### src/rtl/hdr_loader_if.sv
// hdr_loader port bundle: inbound byte stream plus processor start/ready.
// master drives the stream and ready; slave is the loader itself.
interface hdr_loader_if #(
    parameter int HDR_MAX_LEN = 64,
    parameter int LEN_W       = 7
);
    logic                     in_valid_i;
    logic [7:0]               in_data_i;
    logic                     in_last_i;
    logic                     in_ready_o;
    logic [8*HDR_MAX_LEN-1:0] pkt_hdr_o;
    logic [LEN_W-1:0]         hdr_len_o;
    logic                     proc_start_o;
    logic                     proc_ready_i;
    logic                     done_o;
    logic [15:0]              trunc_cnt_o;

    modport master (
        output in_valid_i, in_data_i, in_last_i, proc_ready_i,
        input  in_ready_o, pkt_hdr_o, hdr_len_o, proc_start_o,
        input  done_o, trunc_cnt_o
    );

    modport slave (
        input  in_valid_i, in_data_i, in_last_i, proc_ready_i,
        output in_ready_o, pkt_hdr_o, hdr_len_o, proc_start_o,
        output done_o, trunc_cnt_o
    );
endinterface

### src/rtl/hdr_loader.sv
// Header loader: captures the first HDR_MAX_LEN bytes of a packet and
// hands the held buffer to the packet processor via start/ready.
module hdr_loader #(
    parameter int HDR_MAX_LEN = 64,
    parameter int LEN_W       = 7
) (
    input  logic         clk,
    input  logic         rst,
    hdr_loader_if.slave  bus
);
    localparam logic [2:0] IDLE  = 3'd0;
    localparam logic [2:0] LOAD  = 3'd1;
    localparam logic [2:0] DRAIN = 3'd2;
    localparam logic [2:0] ARM   = 3'd3;
    localparam logic [2:0] BUSY  = 3'd4;

    localparam logic [LEN_W-1:0] MAX_LEN = LEN_W'(HDR_MAX_LEN);

    logic [2:0]                   state;
    logic [LEN_W-1:0]             cnt;
    logic [LEN_W-1:0]             cnt_inc;
    logic [LEN_W-1:0]             hdr_len;
    logic [HDR_MAX_LEN-1:0][7:0]  hdr;
    logic                         in_ready;
    logic                         proc_start;
    logic                         done;
    logic [15:0]                  trunc_cnt;
    logic                         acc;

    assign acc     = bus.in_valid_i && in_ready;
    assign cnt_inc = cnt + LEN_W'(1);

    assign bus.in_ready_o   = in_ready;
    assign bus.pkt_hdr_o    = hdr;
    assign bus.hdr_len_o    = hdr_len;
    assign bus.proc_start_o = proc_start;
    assign bus.done_o       = done;
    assign bus.trunc_cnt_o  = trunc_cnt;

    always_ff @(posedge clk or negedge rst) begin
        if (!rst) begin
            state      <= IDLE;
            cnt        <= '0;
            hdr        <= '0;
            hdr_len    <= '0;
            in_ready   <= 1'b1;
            proc_start <= 1'b0;
            done       <= 1'b0;
            trunc_cnt  <= '0;
        end else begin
            done <= 1'b0;
            case (state)
                IDLE: begin
                    if (acc) begin
                        // Clear the whole buffer so no residue of the
                        // previous packet survives past its length.
                        for (int i = 0; i < HDR_MAX_LEN; i++)
                            hdr[i] <= (i == 0) ? bus.in_data_i : 8'h00;
                        cnt <= LEN_W'(1);
                        if (bus.in_last_i) begin
                            state    <= ARM;
                            hdr_len  <= LEN_W'(1);
                            in_ready <= 1'b0;
                        end else begin
                            state <= LOAD;
                        end
                    end
                end
                LOAD: begin
                    if (acc) begin
                        for (int i = 0; i < HDR_MAX_LEN; i++)
                            if (cnt == LEN_W'(i))
                                hdr[i] <= bus.in_data_i;
                        cnt <= cnt_inc;
                        if (bus.in_last_i) begin
                            state    <= ARM;
                            hdr_len  <= cnt_inc;
                            in_ready <= 1'b0;
                        end else if (cnt_inc == MAX_LEN) begin
                            state <= DRAIN;
                        end
                    end
                end
                DRAIN: begin
                    if (acc && bus.in_last_i) begin
                        if (trunc_cnt != 16'hFFFF)
                            trunc_cnt <= trunc_cnt + 16'd1;
                        state    <= ARM;
                        hdr_len  <= MAX_LEN;
                        in_ready <= 1'b0;
                    end
                end
                ARM: begin
                    // Wait out the processor's ready level left from the
                    // previous packet before looking for its completion.
                    proc_start <= 1'b1;
                    if (!bus.proc_ready_i)
                        state <= BUSY;
                end
                BUSY: begin
                    if (bus.proc_ready_i) begin
                        proc_start <= 1'b0;
                        done       <= 1'b1;
                        in_ready   <= 1'b1;
                        state      <= IDLE;
                    end
                end
                default: begin
                    state      <= IDLE;
                    in_ready   <= 1'b1;
                    proc_start <= 1'b0;
                end
            endcase
        end
    end
endmodule
### src/flat_wrapper.sv
// flat-port wrapper written by rule: the top's interface ports become plain ports
module hdr_loader_flat 
#(
    parameter int HDR_MAX_LEN = 64,
    parameter int LEN_W       = 7
)
  (clk, rst, bus_in_valid_i, bus_in_data_i, bus_in_last_i, bus_proc_ready_i, bus_in_ready_o, bus_pkt_hdr_o, bus_hdr_len_o, bus_proc_start_o, bus_done_o, bus_trunc_cnt_o);
  hdr_loader_if #(.HDR_MAX_LEN(HDR_MAX_LEN), .LEN_W(LEN_W)) bus_i ();
  input  logic clk;
  input  logic rst;
  input wire logic [$bits(bus_i.in_valid_i)-1:0] bus_in_valid_i;
  input wire logic [$bits(bus_i.in_data_i)-1:0] bus_in_data_i;
  input wire logic [$bits(bus_i.in_last_i)-1:0] bus_in_last_i;
  input wire logic [$bits(bus_i.proc_ready_i)-1:0] bus_proc_ready_i;
  output wire logic [$bits(bus_i.in_ready_o)-1:0] bus_in_ready_o;
  output wire logic [$bits(bus_i.pkt_hdr_o)-1:0] bus_pkt_hdr_o;
  output wire logic [$bits(bus_i.hdr_len_o)-1:0] bus_hdr_len_o;
  output wire logic [$bits(bus_i.proc_start_o)-1:0] bus_proc_start_o;
  output wire logic [$bits(bus_i.done_o)-1:0] bus_done_o;
  output wire logic [$bits(bus_i.trunc_cnt_o)-1:0] bus_trunc_cnt_o;
  assign bus_i.in_valid_i = bus_in_valid_i;
  assign bus_i.in_data_i = bus_in_data_i;
  assign bus_i.in_last_i = bus_in_last_i;
  assign bus_i.proc_ready_i = bus_proc_ready_i;
  assign bus_in_ready_o = bus_i.in_ready_o;
  assign bus_pkt_hdr_o = bus_i.pkt_hdr_o;
  assign bus_hdr_len_o = bus_i.hdr_len_o;
  assign bus_proc_start_o = bus_i.proc_start_o;
  assign bus_done_o = bus_i.done_o;
  assign bus_trunc_cnt_o = bus_i.trunc_cnt_o;
  hdr_loader #(.HDR_MAX_LEN(HDR_MAX_LEN), .LEN_W(LEN_W)) u_core (.clk(clk), .rst(rst), .bus(bus_i));
endmodule
### config.mk
export PLATFORM = sky130hd
export DESIGN_NAME = hdr_loader_flat
export DESIGN_NICKNAME = d
export VERILOG_FILES = /design/src/rtl/hdr_loader_if.sv /design/src/rtl/hdr_loader.sv /design/src/flat_wrapper.sv
export SDC_FILE = /design/constraint.sdc
export NUM_CORES = 1
export LEC_CHECK = 0
export BUFFER_PORTS_ARGS = -buffer_cell sky130_fd_sc_hd__buf_2
export CAP_MARGIN = 30
export CORE_UTILIZATION = 48
export CTS_BUF_LIST = sky130_fd_sc_hd__clkbuf_8 sky130_fd_sc_hd__clkbuf_16
export CTS_CLUSTER_SIZE = 40
export DETAILED_ROUTE_END_ITERATION = 7
export PLACE_DENSITY_LB_ADDON = 0.15
export SYNTH_ARGS = -nofsm -noshare
export SYNTH_HDL_FRONTEND = slang
export SYNTH_SLANG_ARGS = --single-unit
### constraint.sdc
create_clock -name clk -period 2 [get_ports clk]
set_input_delay 0.3 -clock clk [delete_from_list [all_inputs] [get_ports clk]]
set_output_delay 0.3 -clock clk [all_outputs]
set_load 0.02 [all_outputs]
## Yosys cells after proc, flatten, opt, wreduce, memory -nomap -nowiden

Index checks and enable logic that the tools add are counted.

- Bits in registers: 548
- Logic and storage cells: 390

- Mux-type cells: 94
- Bitwise logic cells: 2
- Eq/ne operators: 143
- Reduce and logical (&&, ||, !) cells: 78
- Add/subtract/negate cells: 2

Operator list:

| kind | number |
|---|---|
| 2-to-1 mux 512 bit | 2 |
| one-hot mux 512 bit (2 select lines) | 1 |
| 2-to-1 mux 8 bit | 64 |
| AND reduction 4 bit | 64 |
| equality test 7 x 6 -> 1 bit, second input constant | 32 |
| inequality test 2 x 1 -> 1 bit, second input constant | 69 |
| equality test 7 x 5 -> 1 bit, second input constant | 16 |
| equality test 7 x 4 -> 1 bit, second input constant | 8 |
| 2-to-1 mux 7 bit | 7 |
| equality test 7 x 3 -> 1 bit, second input constant | 4 |
| 2-to-1 mux 3 bit | 7 |
| one-hot mux 7 bit (3 select lines) | 1 |
| adder 16 x 1 -> 16 bit, second input constant | 1 |
| inequality test 16 bit, second input constant | 1 |
| one-hot mux 3 bit (5 select lines) | 1 |
| equality test 7 x 2 -> 1 bit, second input constant | 2 |
| one-hot mux 7 bit (2 select lines) | 1 |
| AND reduction 6 bit | 2 |
| inequality test 2 bit, second input constant | 4 |
| adder 7 x 1 -> 7 bit, second input constant | 1 |
| equality test 7 x 1 -> 1 bit, second input constant | 1 |
| equality test 7 bit, second input constant | 1 |
| zero test 7 bit | 1 |
| 2-to-1 mux 1 bit | 7 |
| other kinds (17) | 21 |

## Longest topological paths before layout

Gate-level depths: netlist (run 1).

- Depth after elaboration: 6
- Gate-level depth with buffers: 9
- Depth with buffers taken out: 7

## Worst setup path before layout (run 1)

Ideal clock, no wire load.

- Path kind: register to register
- Start point: register u_core.in_ready, in the netlist u_core.bus.in_ready_o
- End point: register u_core.hdr, in the netlist u_core.bus.pkt_hdr_o[408]
- Arrival time: 1.792 ns
- Required time: 1.872 ns
- Cell stages (with the launch flop): 7
- Path buffers: 2
- Setup slack: 0.081 ns
- Path through: dfstp_2 > nand2_1 > nor3_2 > buf_2 > buf_6 > nand2_2 > mux2_1

- Cells in the longest elaborated chain, start to end: 3
- Elaborated cells on any way between the ends: 4
- Those cells by class: eq/ne (2); reduce/logical (2)

RTL lines:

| element | line | text |
|---|---|---|
| start: declaration | hdr_loader.sv:24 | `logic in_ready;` |
| start signal: assignment | hdr_loader.sv:46 | `in_ready <= 1'b1;` |
| start signal: assignment | hdr_loader.sv:63 | `in_ready <= 1'b0;` |
| start signal: assignment | hdr_loader.sv:78 | `in_ready <= 1'b0;` |
| logical AND 1 bit (*) | hdr_loader.sv:30 | `assign acc = bus.in_valid_i && in_ready;` |
| inequality test 2 x 1 -> 1 bit (no line) | n/a |  |
| AND reduction 4 bit (no line) (*) | n/a |  |
| end signal: indexed assignment | hdr_loader.sv:58 | `hdr[i] <= (i == 0) ? bus.in_data_i : 8'h00;` |
| end signal: indexed assignment | hdr_loader.sv:73 | `hdr[i] <= bus.in_data_i;` |
| end: declaration | hdr_loader.sv:23 | `logic [HDR_MAX_LEN-1:0][7:0] hdr;` |

Mark *: on every way between the ends. The rest lies on a longest branch, timed or not.
A chain may end at the register's enable or synchronous reset.

## Worst setup path after layout (run 1)

- Start point: register u_core.in_ready, in the netlist u_core.bus.in_ready_o
- End point: register u_core.hdr, in the netlist u_core.bus.pkt_hdr_o[302]

The elaborated chain is that of the path after synthesis.

==> run metrics, run 1 <==
initial antenna violation count 0; worst-skew pair later-pin latency about 600 ps; final core occ 0.636; vias in the first global route 15500; DRT Pass-1 Iters 5; WS Path Type flip-flop to flip-flop; num rows between 70 and 80; diode count 0; post-DP HPWL approximately 45000 µm; # port buffers 550; area added between synthesis and finish 29.9%; Synth Warn # 0; synth unique cells 45; nets 2221; worst hold path class input pin to flip-flop; final max-slew violation count 0; number of synthesized flops with an enable pin 0; status complete, but fails checks; area of the multi-input gates between 7000 and 8000 µm²; routed via count 15200; asr flop ratio synth 1.00; slew margin rel. 0.637; violated checks setup timing; Cells after Synth about 1600; maximum vdd drop about 0.0013 V; final-layout fill cell count approximately 3600; RSZ-0062 raised after global routing true; die width between 200 and 250 µm; Reg clk slew, reported paths ~60 ps; Leakage approximately 15 nW; crit-path max FO 18; Die Area between 40000 and 50000 µm²; Hold Vio Cnt, Final 0; FF/Latch Area ~14000 µm²; Clock Skew roughly 12 ps; post-layout min period 2030 ps; # IOs between 500 and 600; final WL 65800 µm; Post-Layout Inst Area 28300 µm²; Final setup violation count 38; Mapped Area 21800 µm²; Pwr Density 1850 nW/µm²; Inserted Clock Buffers 56; Post-DRT Antenna Nets 0; core area ~45000 µm²; post-synthesis sequential area ratio 0.630; Initial Utilization 0.489; R2R Setup Slk -30 ps; max capacitance violation total 0; fmax 0.494 GHz; DR vias/cell roughly 5.4; fin crit share 1.01; first-pass GRT wire length approximately 99000 µm; flops & latches, synth roughly 550; DRC viols 0; Worst-Margin Slew roughly 540 ps; largest net degree at the start of global routing 83; critical path required time ~2500 ps; layout cells sized above 1 0.547; commonest cells after routing, fill and taps aside 549 x buf_2, 546 x dfrtp_1, 314 x mux2_2; Die Height about 220 µm; placer congestion estimate 0.886; drt wl/cell 23.2 µm; H-tree depth 2; CTS root buffer clkbuf_16; Sinks on Clock Net 548; CP Capture Type flip-flop; crit path DAT around 2500 ps; GR Util All Layers 0.283; 1st-iter DRT viols 756; commonest non-fill, non-tap cell in the layout buf_2; Final Worst Setup Slack -26.2 ps; Synthesized Nets roughly 1600; Worst Setup Start Kind flip-flop; grt ovf 0; CTS tree built; Placed Area 26000 µm²; clk buf depth 3; Post-synth top flop dfrtp_1; syn avg cell area around 14 µm²
-- Yosys cell counts, types with 11 or more instances --
cell	n	area share
dfrtp_1	547	0.63
o21ai_1	16	0.0037
buf_2	14	0.0032
and3_1	11	0.0032
nand2_1	169	0.029
mux2_2	315	0.16
clkbuf_1	78	0.013
nand3_1	14	0.0032
xor2_1	12	0.0048
o21ai_0	142	0.033
mux2_4	72	0.050
nand2_2	24	0.0069
mux2_1	30	0.016
nor2_1	18	0.0031
a21oi_1	11	0.0025
-- state kept, by name (all words and copies together) (netlist names) --
name	count
u_core.bus.in_ready_o	1
u_core.cnt	7
u_core.bus.pkt_hdr_o	512
u_core.bus.proc_start_o	1
u_core.state	3
u_core.bus.hdr_len_o	7
u_core.bus.trunc_cnt_o	16
u_core.bus.done_o	1
-- cell families after synthesis --
family | count (synthesis) | synth area share
buffers and inverters | 106 | 0.0213
adder cells (fa/ha/maj) | 6 | 0.00345
AO/OA/AOI/OAI | 196 | 0.0490
flip-flops | 548 | 0.630
AND/OR/NAND/NOR | 276 | 0.0606
multiplexers | 417 | 0.228
XOR/XNOR | 20 | 0.00804
-- final timing paths --
path,endpoint,cells after the start,startpoint
max,u_core.bus.pkt_hdr_o[302]$_DFFE_PN0P_,7,u_core.bus.in_ready_o$_DFFE_PN1P_
min,u_core.bus.in_ready_o$_DFFE_PN1P_,4,bus_in_valid_i
max reg2reg,u_core.bus.pkt_hdr_o[302]$_DFFE_PN0P_,7,u_core.bus.in_ready_o$_DFFE_PN1P_
min reg2reg,u_core.bus.pkt_hdr_o[232]$_DFFE_PN0P_,2,u_core.bus.pkt_hdr_o[232]$_DFFE_PN0P_
max in group asynchronous,u_core.bus.pkt_hdr_o[257]$_DFFE_PN0P_,3,rst
min in group asynchronous,u_core.bus.pkt_hdr_o[193]$_DFFE_PN0P_,2,rst
-- through the flow --
stage	power, mW	worst slack, ps	setup TNS, ps	hold slack (ps)	std cells
after floorplan	31.9	80.9	0	4.41	1569
after global placement	40.9	27.0	0	259	2713
after detailed placement	41.4	-11.4	-62.8	258	2713
after CTS	52.3	6.50	0	76.6	2825
after global routing	54.7	-63.4	-4530	163	2837
final	52.3	-26.2	-425	156	2837
-- layer usage --
metal	share of wire	track usage	up-vias
met5	0	0	-
met4	0.037	0.112	0
met3	0.064	0.0637	127
met2	0.48	0.456	525
met1	0.42	0.373	7821
li1	-	-	6710
-- cell type report --
type / count / area share
sequential: 548 / 0.485
multi-input combinational: 916 / 0.275
timing repair buffer: 673 / 0.146
clock buffer: 69 / 0.0562
tap: 592 / 0.0262
clock inverter: 32 / 0.0109
inverter: 7 / 0.000929
-- worst max-delay path, stage by stage, from the launching register on --
cell       delay (ps)
dfstp_2           550
nand2_4            70
nor3_4            310
buf_4             210
clkbuf_16         210
nand2_1            90
buf_4             190
mux2_2            280
-- repair_timing --
action | in CTS | in global routing
pin swaps | 0 | 7
setup endpoints to repair | 35 | 237
setup buffers | 0 | 8
hold buffers | 11 | 0
cloned | 0 | 4
gates resized for setup | 7 | 50
endpoints found under the hold margin | 92 | 0
-- power by group --
part	switching, mW	leakage (nW)	internal [mW]
Sequential	2.67	7.26	16.0
Combinational	14.5	7.14	8.39
Clock	4.32	0.989	6.37
Total	21.5	15.4	30.8
(Power assumes the default switching activity.)
==> run 2: changes to the inputs <==
--- a/config.mk
+++ b/config.mk
@@ -7,10 +7,11 @@
 export LEC_CHECK = 0
 export BUFFER_PORTS_ARGS = -buffer_cell sky130_fd_sc_hd__buf_2
 export CAP_MARGIN = 30
-export CORE_UTILIZATION = 48
+export CORE_AREA = 2 2 214 216
 export CTS_BUF_LIST = sky130_fd_sc_hd__clkbuf_8 sky130_fd_sc_hd__clkbuf_16
 export CTS_CLUSTER_SIZE = 40
 export DETAILED_ROUTE_END_ITERATION = 7
+export DIE_AREA = 0 0 216 218
 export PLACE_DENSITY_LB_ADDON = 0.15
 export SYNTH_ARGS = -nofsm -noshare
 export SYNTH_HDL_FRONTEND = slang
==> constraint.sdc (replaced) <==
create_clock -name clk -period 2.13 [get_ports clk]
set_input_delay 0.3195 -clock clk [delete_from_list [all_inputs] [get_ports clk]]
set_output_delay 0.3195 -clock clk [all_outputs]
set_load 0.02 [all_outputs]
==> run 2 against run 1 <==
Against the previous run:
- the run now ends clean
- clock power shrank 5%
- flip-flop and latch count is the same
- combinational power is 8% lower
- die area up 1.8%
- hold slack lost 140 ps
- register-to-register slack improved by 30 ps
- global-route usage fell by 0.70 points
- clock skew increased by 14 ps
- non-clock buffer count is 44 lower
- largest power group unchanged
==> run metrics, run 2 (synthesized netlist as in run 1, its figures left out) <==
status finished clean (was complete, but fails checks); Worst-Margin Slew 718 ps (was 543 ps); Leakage 15.0 nW (was 15.4 nW); worst r2r src u_core.bus.in_ready_o$_DFFE_PN1P_ (unchanged); cell mode on critical path nand2_1 (was buf_4); Min Hold Slack 20.9 ps (was 156 ps); layout cells sized above 1 0.528 (was 0.547); DRT Pass-1 Iters 5 (unchanged); hold path endpoint u_core.bus.pkt_hdr_o[5]$_DFFE_PN0P_ (was u_core.bus.in_ready_o$_DFFE_PN1P_); H-tree depth 2 (unchanged); DR vias/cell 5.36 (was 5.35); sum of buffers and inverters on the critical path 2 (was 3); # IOs 551 (unchanged); final WL 65300 µm (was 65800 µm); final core occ 0.615 (was 0.636); worst-skew pair later-pin latency 620 ps (was 600 ps); RSZ-0062 raised after global routing true (unchanged); grt ovf 0 (unchanged); initial antenna violation count 0 (unchanged); Crit path max-delay family simple AND/OR/NAND/NOR gates (was buffers and inverters); area added between synthesis and finish 26.8% (was 29.9%); CP Capture Type flip-flop (unchanged); die width 216 µm (was 215 µm); Hold Vio Cnt, Final 0 (unchanged); placed cells 2691 (was 2713); Clock Skew 25.4 ps (was 11.6 ps); Slowest-stage cell, CP dfstp_2 (unchanged); clk buf depth 3 (unchanged); maximum vdd drop 0.00108 V (was 0.00129 V); core area 44900 µm² (was 44500 µm²); Die Area 47100 µm² (was 46200 µm²); Die Height 218 µm (was 215 µm); Worst Setup Start Kind flip-flop (unchanged); Inserted Clock Buffers 58 (was 56); Sinks on Clock Net 548 (unchanged); R2R cell count 7 (unchanged); hold depth 2 (was 4); commonest non-fill, non-tap cell in the layout buf_2 (unchanged); Initial Utilization 0.485 (was 0.489); largest net degree at the start of global routing 68 (was 83); Final setup violation count 0 (was 38); slew margin rel. 0.521 (was 0.637); CTS root buffer clkbuf_16 (unchanged); Post-DRT Antenna Nets 0 (unchanged); crit-path cells nand2_1, nor3_4, buf_12, buf_4, nand2_1, nand2_1, o21ai_0 (was nand2_4, nor3_4, buf_4, clkbuf_16, nand2_1, buf_4, mux2_2); worst hold path class input pin to flip-flop (unchanged); Reg clk slew, reported paths 60 ps (about the same); WS Path Type flip-flop to flip-flop (unchanged); fin crit share 0.999 (was 1.01); num rows 78 (was 77); diode count 0 (unchanged); critical path required time 2580 ps (was 2480 ps); Critical R2R Capture u_core.bus.pkt_hdr_o[249]$_DFFE_PN0P_ (was u_core.bus.pkt_hdr_o[302]$_DFFE_PN0P_); first-pass GRT wire length 97900 µm (was 98700 µm); max capacitance violation total 0 (unchanged); post-layout min period 2130 ps (was 2030 ps); GR Util All Layers 0.276 (was 0.283); max reg flops 512 (unchanged); fmax 0.470 GHz (was 0.494 GHz); commonest cells after routing, fill and taps aside 549 x buf_2, 546 x dfrtp_1, 315 x mux2_2 (was 549 x buf_2, 546 x dfrtp_1, 314 x mux2_2); final cell count without fillers 2797 (was 2837); vias in the first global route 15200 (was 15500); Placed Area 25600 µm² (was 26000 µm²); post-DP HPWL 45600 µm (was 45300 µm); placer congestion estimate 0.828 (was 0.886); final-layout fill cell count 3628 (was 3552); CP peak stage delay 590 ps (was 550 ps); Hold Startpoint bus_in_data_i[5] (was bus_in_valid_i); DRC viols 0 (unchanged); CTS tree built (unchanged); drt wl/cell 23.4 µm (was 23.2 µm); routed via count 15000 (was 15200); Pwr Density 1770 nW/µm² (was 1850 nW/µm²); 1st-iter DRT viols 944 (was 756); # port buffers 550 (unchanged); Post-Layout Inst Area 27600 µm² (was 28300 µm²); R2R Setup Slk 1 ps (was -30 ps); nets 2178 (was 2221); crit path DAT 2580 ps (was 2510 ps); final max-slew violation count 0 (unchanged); crit-path max FO 17 (was 18)
## run 2: cell count changes in the layout (fill, tap and decap cells not counted), moves of 7 or more
cell     previous run  this run
nand2_1           148       167
buf_4              76        58
buf_12             29        15
nand2_2            38        26
nand2_4            17         9
o21ai_0           133       140
## run 2: final cells by class
cell class              instances  area [µm²]  area share
flip-flops and latches        548       13700       0.497
multi-input cells             915        7630       0.276
repair buffers                629        3570       0.129
clock buffers                  70        1630      0.0589
well taps                     600         751      0.0272
clock inverters                28         295      0.0107
inverters                       7        26.3    0.000951
## run 2: timing repair
action	CTS	global route
buffers inserted	0	2
resized for setup	0	7
hold buffers	5	0
endpoints found under the setup margin	0	325
hold endpoints to repair	49	0
## run 2: metrics by stage
stage | setup WS (ps) | total power [mW] | TNS [ps]
global placement | 78.5 | 38.3 | 0
floorplan | 211 | 29.9 | 0
CTS | 6.33 | 49.1 | 0
detailed placement | 35.7 | 38.7 | 0
global route | -152 | 51.1 | -7830
finish | 1.12 | 48.8 | 0
## run 2: worst max-delay path by stage
stage	start	end	slack (ps)	depth (start not counted)
6_report	u_core.bus.in_ready_o$_DFFE_PN1P_	u_core.bus.pkt_hdr_o[249]$_DFFE_PN0P_	1	7
5_1_grt	u_core.bus.in_ready_o$_DFFE_PN1P_	u_core.bus.pkt_hdr_o[249]$_DFFE_PN0P_	-150	7
4_1_cts	u_core.bus.in_ready_o$_DFFE_PN1P_	u_core.bus.pkt_hdr_o[249]$_DFFE_PN0P_	6	7
3_5_place_dp	u_core.bus.in_ready_o$_DFFE_PN1P_	u_core.bus.pkt_hdr_o[489]$_DFFE_PN0P_	40	7
3_3_place_gp	u_core.state[2]$_DFFE_PN0P_	u_core.bus.pkt_hdr_o[162]$_DFFE_PN0P_	80	5
2_1_floorplan	u_core.bus.in_ready_o$_DFFE_PN1P_	u_core.bus.pkt_hdr_o[408]$_DFFE_PN0P_	210	6
## run 2: per-layer routing
layer / wire length [µm] / track usage / up-vias / part of all wire
li1: - / - / 6607 / -
met1: 27000 / 0.362 / 7774 / 0.41
met2: 31700 / 0.447 / 492 / 0.48
met3: 4570 / 0.0724 / 114 / 0.070
met4: 2080 / 0.0945 / 0 / 0.032
met5: 0 / 0.00417 / - / 0
## run 2: report_power, final
group	internal (mW)	switching, mW	total (mW)
Clock	6.09	4.08	10.2
Combinational	7.61	13.4	21.0
Sequential	15.1	2.55	17.6
